$ cat src/rtl/mul_pkg.sv
// mul_pkg: shared state encoding, default width and counter-width helper for the shift-add multiplier
package mul_pkg;
  localparam int MUL_DEFAULT_WIDTH = 8;
  typedef enum logic [1:0] {IDLE, CALC, FIX} state_t;
  function automatic int cnt_w(input int w);
    return $clog2(w + 1);
  endfunction
endpackage

$ cat src/rtl/mul_abs_neg.sv
// mul_abs_neg: conditional two's-complement negation, used for operand magnitudes and the final sign fix
module mul_abs_neg #(
  parameter int WIDTH = 8
) (
  input  logic [WIDTH-1:0] value,
  input  logic             en,
  output logic [WIDTH-1:0] result
);
  assign result = en ? -value : value;
endmodule

$ cat src/rtl/seq_shift_add_mul.sv
// seq_shift_add_mul: radix-2 sequential shift-add multiplier with signed/unsigned mode and start/done handshake
module seq_shift_add_mul
  import mul_pkg::*;
#(
  parameter int WIDTH = MUL_DEFAULT_WIDTH
) (
  input  logic               clk,
  input  logic               rst_n,
  input  logic               start,
  input  logic               signed_mode,
  input  logic [WIDTH-1:0]   multiplicand,
  input  logic [WIDTH-1:0]   multiplier,
  output logic               ready,
  output logic               busy,
  output logic               done,
  output logic [2*WIDTH-1:0] product
);
  localparam int CNT_W = cnt_w(WIDTH);
  localparam logic [CNT_W-1:0] LAST = CNT_W'(WIDTH - 1);
  state_t state, state_n;
  logic [CNT_W-1:0] count;
  logic [WIDTH:0] acc, sum;
  logic [WIDTH-1:0] ma, mb, abs_a, abs_b;
  logic [2*WIDTH-1:0] fixed;
  logic neg, accept;
  mul_abs_neg #(.WIDTH(WIDTH)) u_abs_a (
    .value(multiplicand), .en(signed_mode & multiplicand[WIDTH-1]), .result(abs_a)
  );
  mul_abs_neg #(.WIDTH(WIDTH)) u_abs_b (
    .value(multiplier), .en(signed_mode & multiplier[WIDTH-1]), .result(abs_b)
  );
  mul_abs_neg #(.WIDTH(2*WIDTH)) u_fix (
    .value({acc[WIDTH-1:0], mb}), .en(neg), .result(fixed)
  );
  assign sum = acc + (mb[0] ? {1'b0, ma} : '0);
  // State register
  always_ff @(posedge clk or negedge rst_n)
    if (!rst_n) state <= IDLE;
    else state <= state_n;
  // Next state and handshake outputs; a start in the done cycle is accepted since that cycle is IDLE
  always_comb begin
    ready = state == IDLE;
    busy = !ready;
    accept = ready & start;
    state_n = accept ? CALC :
              (state == CALC) ? ((count == LAST) ? FIX : CALC) :
              IDLE;
  end
  // Datapath: operand load, one add-and-shift per CALC cycle, sign fix and done pulse on FIX
  always_ff @(posedge clk or negedge rst_n)
    if (!rst_n) begin
      count <= '0;
      acc <= '0;
      ma <= '0;
      mb <= '0;
      neg <= 1'b0;
      done <= 1'b0;
      product <= '0;
    end else begin
      done <= state == FIX;
      if (accept) begin
        ma <= abs_a;
        mb <= abs_b;
        neg <= signed_mode & (multiplicand[WIDTH-1] ^ multiplier[WIDTH-1]);
        acc <= '0;
        count <= '0;
      end else if (state == CALC) begin
        acc <= {1'b0, sum[WIDTH:1]};
        mb <= {sum[0], mb[WIDTH-1:1]};
        count <= count + 1'b1;
      end
      if (state == FIX) product <= fixed;
    end
endmodule

$ cat config.mk
export PLATFORM = sky130hd
export DESIGN_NAME = seq_shift_add_mul
export DESIGN_NICKNAME = d
export VERILOG_FILES = /design/src/rtl/mul_pkg.sv /design/src/rtl/mul_abs_neg.sv /design/src/rtl/seq_shift_add_mul.sv
export SDC_FILE = /design/constraint.sdc
export NUM_CORES = 1
export LEC_CHECK = 0
export CAP_MARGIN = 20
export CORE_ASPECT_RATIO = 1.1
export CORE_MARGIN = 2
export CORE_UTILIZATION = 55
export CTS_CLUSTER_SIZE = 10
export DETAILED_ROUTE_END_ITERATION = 12
export PLACE_DENSITY = 0.8
export SETUP_SLACK_MARGIN = 0.5
export SLEW_MARGIN = 10
export SYNTH_ARGS = -nofsm -noshare
export SYNTH_HDL_FRONTEND = slang
export SYNTH_SLANG_ARGS = --single-unit
$ cat constraint.sdc
create_clock -name clk -period 2.85 [get_ports clk]
set_input_delay 0.4275 -clock clk [delete_from_list [all_inputs] [get_ports clk]]
set_output_delay 0.4275 -clock clk [all_outputs]
set_load 0.05 [all_outputs]
==> metrics <==
Port Buf Inserts 38; vias in the first global route around 2.1k; WL final 5210 µm; Peak VDD IR roughly 0.39 mV; Via density between 5 and 6; RD Place Congestion approximately 0.79; Syn Inst Count 316; Fin Hold WS roughly 0.11 ns; wl on met1 2350 µm; Period minus WS final around 2.2 ns; RSZ-0062 raised after global routing no; Final #Nets 382; CP Cell Sequence nor2_1, clkdlybuf4s50_1; Syn. warnings 0; Clock Tree Root clkbuf_8; Buf+Inv Stages, Crit Path 1; Final ANT Viol Nets 0; Crit-path slowest cell clkdlybuf4s50_1; FF-to-FF Start mb[0]; Seq cells post-synth 48; cell row count 27; crit path kind reg -> out; fin cells 407; die area 5690 µm²; top routing layer used met4; count of cell types in the netlist 45; share of flip-flops with an asynchronous set or reset 100%; CTS max path bufs 2; Syn Std Cell Area 2810 µm²; n_diodes 0; Final TNS setup 0 ns; sequential area share after synthesis 42.8%; max-slew violations 0; final period utilization slightly below 80%; Post-synth EDFFs 0; critical path peak fanout 4; clock-pin slew on the worst setup and hold paths 0.08 ns; pwr/cell area around 1100 nW/µm²; share of cells above drive strength 1 under 10%; routed wl met2 2570 µm; hold_buf cts 0; TritonCTS clock tree yes; crit path DAT 1.78 ns; static leakage power 1.48 nW; 1st-pass router iterations 4; outcome finished, final reports clean; max capacitance violation total 0; Avg WL per Cell roughly 13 µm; GRT overflow 0; Mapped Nets 349; Hold Crit Class in -> async; CP Capture Type output port; DP HPWL about 3900 µm; core area 4970 µm²; Critical Path Source state[1]; Synth Flop Type dfrtp_1; starting utilization of the core area 56.5%; largest net degree at the start of global routing 49; via count 2273; DR iter-0 viols 139; Die W 72.1 µm; H-tree levels 2; Ports 39; Worst path top cell family by delay buffers and inverters; Die Y ~79 µm; Skew-Pair Late Insertion Delay 0.30 ns; initial antenna violation count 0; Max Fclk about 0.45 GHz; skew final between 0.004 and 0.005 ns; Worst Path Required 2.42 ns; Remaining DRCs 0; Routed met3 length 242 µm; Setup Fix Bufs, Post-CTS 0; Overall Global Routing Usage 20.7%; area added between synthesis and finish 18.3%; Avg Synthesized Cell Area 8.88 µm²; Worst-Margin Slew 0.983 ns; total CTS buffers 5; Final setup violation count 0; final hold viol count 0; Clock Sinks 48; Filler cells 420; CP Launch Type flip-flop; placed cells approximately 400; Worst path max stage delay 0.85 ns; first-pass GRT wire length 9440 µm; max-slew headroom at the worst pin around 34%
## flip-flops by register name, summed over array words and instances (netlist names)
register  flops
acc           8
neg           1
count         4
product      16
ma            8
done          1
mb            8
state         2
## worst paths after layout
| kind | slack, ns | cells past startpoint | end |
|---|---|---|---|
| max | 0.64 | 2 | ready |
| min | 0.11 | 1 | product[2] |
| max reg2reg | 0.68 | 8 | acc[3] |
| min reg2reg | 0.48 | 2 | ma[6] |
| max in group asynchronous | 2.23 | 2 | ma[6] |
| min in group clk | 0.48 | 2 | ma[6] |
## kinds of logic after synthesis
logic type                 count (synthesis)  synth area share (%)
and+or+nand+nor                          124                  21.1
AOI/OAI and AO/OA                         74                  16.5
DFF                                       48                  42.8
xor gates and xnor gates                  30                  9.37
buffers and inverters                     25                  3.43
adders and majority gates                 13                  6.07
muxes                                      2                 0.714
## power breakdown
group,internal (mW),total [mW],switching (mW)
Clock,0.167,0.385,0.218
Sequential,0.999,1.35,0.353
Combinational,0.776,1.95,1.17
## per-stage QoR
stage	setup WS (ns)	utilization [%]	cell area, µm²	power (mW)
floorplan	0.812	-	2810	2.75
global placement	0.785	64.6	3210	3.23
detailed placement	0.711	64.6	3210	3.30
CTS	0.622	66.2	3290	3.69
global route	0.502	66.8	3320	4.01
finish	0.640	66.8	3320	3.69
## Yosys cell counts, types with 2 or more instances
cell	instances	share of area, %
nand2_1	62	8.3
dfrtp_1	48	43
o21ai_0	33	5.9
xor2_1	24	7.5
nor2_1	21	2.8
clkbuf_1	13	1.7
ha_1	12	5.4
a21oi_1	11	2.0
nand3_1	11	2.0
inv_1	10	1.3
and2_1	9	2.0
a31oi_1	6	1.3
o21ai_1	6	1.1
xnor2_1	6	1.9
o31ai_1	4	1.1
a211oi_1	3	0.80
nand2b_1	3	0.67
mux2i_1	2	0.71
nand3b_1	2	0.54
nand4b_1	2	0.62
nor2b_1	2	0.45
nor3_1	2	0.36
o41ai_2	2	1.2
## repair_timing
action                                 in CTS  in global routing
resized for setup                           0                  1
endpoints found under the hold margin       0                  0
setup endpoints to repair                   0                  1
## placed cells by master (no fill, tap or decap), types with 2 or more instances in the layout
cell / instances
clkbuf_8: 5
buf_4: 2
clkdlybuf4s50_1: 37
nor2b_1: 2
nand3_1: 11
nand4b_1: 2
a21oi_1: 10
o21ai_1: 6
o41ai_2: 2
a31oi_1: 6
mux2i_1: 2
xor2_1: 24
xnor2_1: 6
and2_1: 9
nor2_1: 21
o21ai_0: 33
dfrtp_1: 48
a211oi_1: 3
inv_1: 10
nand2_1: 62
nand2b_1: 3
o31ai_1: 4
nor3_1: 2
ha_1: 12
nand3b_1: 2
## cell type report
class / instances / area [µm²] / share of cell area (%)
timing repair buffer: 41 / 418 / 12.6
sequential: 48 / 1200 / 36.2
clock buffer: 6 / 72.6 / 2.19
clock inverter: 1 / 5.00 / 0.151
multi-input combinational: 243 / 1510 / 45.6
tap: 58 / 72.6 / 2.19
inverter: 10 / 37.5 / 1.13
## per-layer routing
| metal | vias to the layer above | GRT usage [%] |
|---|---|---|
| met5 | - | 0 |
| met4 | 0 | 4.72 |
| met2 | 74 | 34.5 |
| met1 | 1048 | 28.0 |
| li1 | 1147 | - |
| met3 | 4 | 3.68 |
Note: power is estimated with default switching activity, not from simulation.
==> RTL change 1, RTL diff (same flow settings) <==
Change the package constant `MUL_DEFAULT_WIDTH` from 8 to 12.
--- a/src/rtl/mul_pkg.sv
+++ b/src/rtl/mul_pkg.sv
@@ -1,6 +1,6 @@
 // mul_pkg: shared state encoding, default width and counter-width helper for the shift-add multiplier
 package mul_pkg;
-  localparam int MUL_DEFAULT_WIDTH = 8;
+  localparam int MUL_DEFAULT_WIDTH = 12;
   typedef enum logic [1:0] {IDLE, CALC, FIX} state_t;
   function automatic int cnt_w(input int w);
     return $clog2(w + 1);
Ports: changed (resized multiplicand, multiplier and product); port bits go from 39 to 55. No check against the original RTL was run, so the function may have changed too.
==> RTL change 1 against the original RTL <==
- die area rose by 46%
- register-to-register slack got worse by 0.07 ns
- highest routed layer unchanged
- routed wire length rose by 69%
- design area rose by 50%
- largest power group unchanged
- power rose by 57%
- worst setup slack got worse by 0.061 ns
- area after synthesis rose by 49%
- sequential cell count rose by 20
==> RTL change 1: results <==
metrics = {
    "final_layout": {
        "nNetsFinal": 572,
        "fill_cells": 572,
        "layoutNonFillerInstCount": 618,
        "largest_register_ffs": 24,
        "final_layout_size_suffix_gt1_frac": 0.06215,
    },
    "placed_design": {
        "port_buffers": 54,
        "hpwlAfterDp_um": 6572,
        "gp_congestion": 0.8603,
        "pre_cts_ws_ns": 0.4152,
        "placed_cells": 603,
        "place_area_sq_um": 4783,
    },
    "synthesis": {
        "synth_fp_nets": 524,
        "postSynthAreaPerCell_sq_um": 8.717,
        "synth.area.top_cells": "dfrtp_1 (41%), nand2_1 (7.6%), o21ai_0 (6.7%)",
        "synth_common_cells": "nand2_1 (84), dfrtp_1 (68), o21ai_0 (56)",
        "async_flop_share": 1.000,
        "ys_seq_elements": 68,
        "seq_area_frac_synth": 0.4076,
        "yosys.cell_types.count": 48,
    },
    "grt": {
        "grt_pass1_vias": 3166,
        "antenna_found_initial": 0,
        "grt_usage": 0.2247,
        "grt_pass1_wl_um": 14440,
        "grt_max_degree": 50,
    },
    "clocking": {
        "postCtsSetupRepairBufs": 0,
        "htree_levels": 3,
        "ctsRootBufferMaster": "clkbuf_8",
        "clock_latency_ns": 0.35,
        "cts_resized": 0,
        "clk_pin_slew_ns": 0.07,
        "cts_buffers": 9,
    },
    "route": {
        "drtIter0Drc": 176,
        "firstDrtPassIters": 4,
        "viasPerCell": 5.730,
        "routed_wl_um": 8787,
    },
    "worst_setup_path": {
        "arrival_ns": 1.84,
        "worst_path_dominant_cell_family": "buffers and inverters",
        "cp_slowest_stage_delay_ns": 0.86,
        "cp_slowest_cell": "clkdlybuf4s50_1",
    },
    "status": {
        "status": "completed",
    },
    "sta": {
        "slew_headroom": 0.4735,
        "fin_worst_skew_ns": 0.004853,
    },
    "floorplanning": {
        "die_area_sq_um": 8305,
    },
    "power_and_ir_drop": {
        "max-vdd-ir-drop_uv": 403.3,
        "powerDensity_nw_per_um2": 1160,
        "p_leak_nw": 2.158,
    },
}
RTL change 1: changes by cell type after synthesis, sizes merged, moves of 10 or more:
cell,before,now
dfrtp,48,68
o21ai,40,58
nand2,62,84
xnor2,6,18
nand3,11,22
a21oi,11,21
RTL change 1: cell families after synthesis:
kind of cell | Yosys count | share of synthesized area
buffers and inverters | 42 | 0.04135
XOR/XNOR | 49 | 0.1028
multiplexers | 3 | 0.007192
AND/OR/NAND/NOR | 180 | 0.2140
adder cells (fa/ha/maj) | 17 | 0.05274
flip-flops | 68 | 0.4076
AO/OA/AOI/OAI | 120 | 0.1744
RTL change 1: final timing paths:
path / slack [ns] / from / cells past startpoint / endpoint
hold / removal: 0.16 / rst_n / 1 / ma[0]
min in group clk: 0.48 / ma[9] / 2 / ma[9]
setup reg to reg: 0.61 / acc[0] / 8 / acc[7]
setup / recovery: 0.58 / state[1] / 2 / ready
hold reg to reg: 0.48 / ma[9] / 2 / ma[9]
max in group asynchronous: 2.05 / rst_n / 2 / acc[6]
RTL change 1: layer usage:
| layer | GRT usage | vias up | part of all wire | wire [um] |
|---|---|---|---|---|
| met1 | 0.2897 | 1634 | 0.45 | 3948 |
| met5 | 0 | - | 0 | 0 |
| met4 | 0.1237 | 0 | 0.029 | 253 |
| met2 | 0.3607 | 108 | 0.48 | 4188 |
| li1 | - | 1778 | - | - |
| met3 | 0.03550 | 21 | 0.045 | 396 |
RTL change 1: report_power, final:
part           leakage (nW)  switching [mW]  internal (mW)
sequential            0.829           0.507           1.43
combinational          1.24            1.86           1.20
clock                0.0935           0.349          0.423
RTL change 1: area by class of cell:
type                       count  share of cell area
multi-input combinational    369              0.4644
clock buffer                  13             0.02991
clock inverter                 2            0.007037
timing repair buffer          62              0.1221
sequential                    68              0.3418
tap                           87             0.02186
inverter                      17             0.01282
==> RTL change 2, RTL diff (same settings) <==
Made on the original files. Reset style: synchronous (`rst_n`), changed in 2 clocked blocks.
--- a/src/rtl/seq_shift_add_mul.sv
+++ b/src/rtl/seq_shift_add_mul.sv
@@ -34,7 +34,7 @@
   );
   assign sum = acc + (mb[0] ? {1'b0, ma} : '0);
   // State register
-  always_ff @(posedge clk or negedge rst_n)
+  always_ff @(posedge clk)
     if (!rst_n) state <= IDLE;
     else state <= state_n;
   // Next state and handshake outputs; a start in the done cycle is accepted since that cycle is IDLE
@@ -47,7 +47,7 @@
               IDLE;
   end
   // Datapath: operand load, one add-and-shift per CALC cycle, sign fix and done pulse on FIX
-  always_ff @(posedge clk or negedge rst_n)
+  always_ff @(posedge clk)
     if (!rst_n) begin
       count <= '0;
       acc <= '0;
Check against the original RTL: differs if rst_n is asserted again (counterexample within 4 cycles, from zero or initial values and one cycle with rst_n low); with rst_n held inactive, the same outputs for 10 cycles.
==> RTL change 2 against the original RTL <==
- synthesized cell count is 9.2% higher
- fmax is 0.48% lower
- utilization is 0.71 points higher
- routed wire length is 22% higher
- area after synthesis is 0.27% lower
- global-route usage is 3.1 points higher
- first-iteration DRC count is 55% higher
- sequential cell count stayed put
- design area is 1.1% higher
- worst setup slack worse by 0.011 ns
- hold slack better by 0.35 ns
Power is not compared: it rests on default switching activity, and its combinational part moved more than twofold at a synthesized area within 25%.
==> RTL change 2: results <==
metrics = {
    "sta": {
        "min_period_ns": 2.221,
        "fin_worst_skew_ns": 0.007657,
        "worst_slew_pin_slew_ns": 0.7908,
    },
    "power_and_ir_drop": {
        "intPower_mw": 1.073,
    },
    "route": {
        "drtIter0Drc": 215,
        "viasPerCell": 6.005,
        "wl_per_cell_um": 14.50,
    },
    "worst_setup_path": {
        "worst_r2r_endpoint": "acc[5]",
        "end_kind": "flip-flop",
        "r2r-start": "mb[0]",
        "worst_r2r_path_depth": 8,
        "arrival_ns": 2.43,
        "worstPathMaxFanout": 7,
        "r2r_slack_ns": 0.63,
    },
    "placed_design": {
        "port_buffers": 38,
        "gp_congestion": 0.9278,
        "hpwlAfterDp_um": 4671,
        "place_area_sq_um": 3231,
        "placed_cells": 429,
        "pre_cts_ws_ns": 0.5983,
    },
    "final_layout": {
        "nMultiInputCombCells": 267,
        "layoutNonFillerInstCount": 437,
        "buf_share": 0.1299,
        "buffers_excl_clock": 45,
        "final_layout_size_suffix_gt1_frac": 0.06069,
        "inv_count": 11,
        "nNetsFinal": 411,
        "fin_util": 0.6752,
        "multi_input_area_share": 0.5153,
    },
    "grt": {
        "grt_pass1_wl_um": 10840,
        "grt_usage": 0.2377,
        "grt_pass1_vias": 2400,
        "grt_max_degree": 24,
    },
    "synthesis": {
        "synth_fp_nets": 378,
        "seq_area_frac_synth": 0.3435,
        "synthFlopType": "dfxtp_1",
        "synth.area.top_cells": "dfxtp_1 (34%), nand2_1 (6.2%), ha_1 (5.4%)",
        "async_flop_share": 0,
        "yosys.cell_types.count": 49,
        "postSynthAreaPerCell_sq_um": 8.109,
        "synth_common_cells": "dfxtp_1 (48), nand2_1 (46), o21ai_0 (21)",
    },
    "worst_hold_path": {
        "hold_path_class": "flip-flop to flip-flop",
    },
    "status": {
        "status": "completed",
    },
    "clocking": {
        "clock_latency_ns": 0.31,
    },
}
==> RTL change 2: metal layers <==
metal | vias to the layer above | GRT usage | wire, um
met3 | 11 | 0.03046 | 303
li1 | 1309 | - | -
met2 | 84 | 0.4213 | 3109
met5 | - | 0 | 0
met4 | 0 | 0.07925 | 108
met1 | 1220 | 0.2951 | 2814
==> RTL change 2: logic make-up (layout without fill, tap and decap cells) <==
kind of cell | after synthesis | count (layout) | share of synthesized area
buffers and inverters | 30 | 64 | 0.04069
muxes | 2 | 2 | 0.007156
DFF | 48 | 48 | 0.3435
adders and majority gates | 13 | 13 | 0.06082
AOI/OAI and AO/OA | 92 | 92 | 0.2330
xor gates and xnor gates | 22 | 22 | 0.06887
and+or+nand+nor | 138 | 138 | 0.2460
==> RTL change 2: critical path, cell delays in order (launching register included) <==
cell	delay (ns)
dfxtp_1	0.36
and2_1	0.16
ha_1	0.21
fa_1	0.43
a211oi_1	0.25
nor2_1	0.10
o21ai_1	0.21
mux2i_1	0.10
a311o_1	0.31
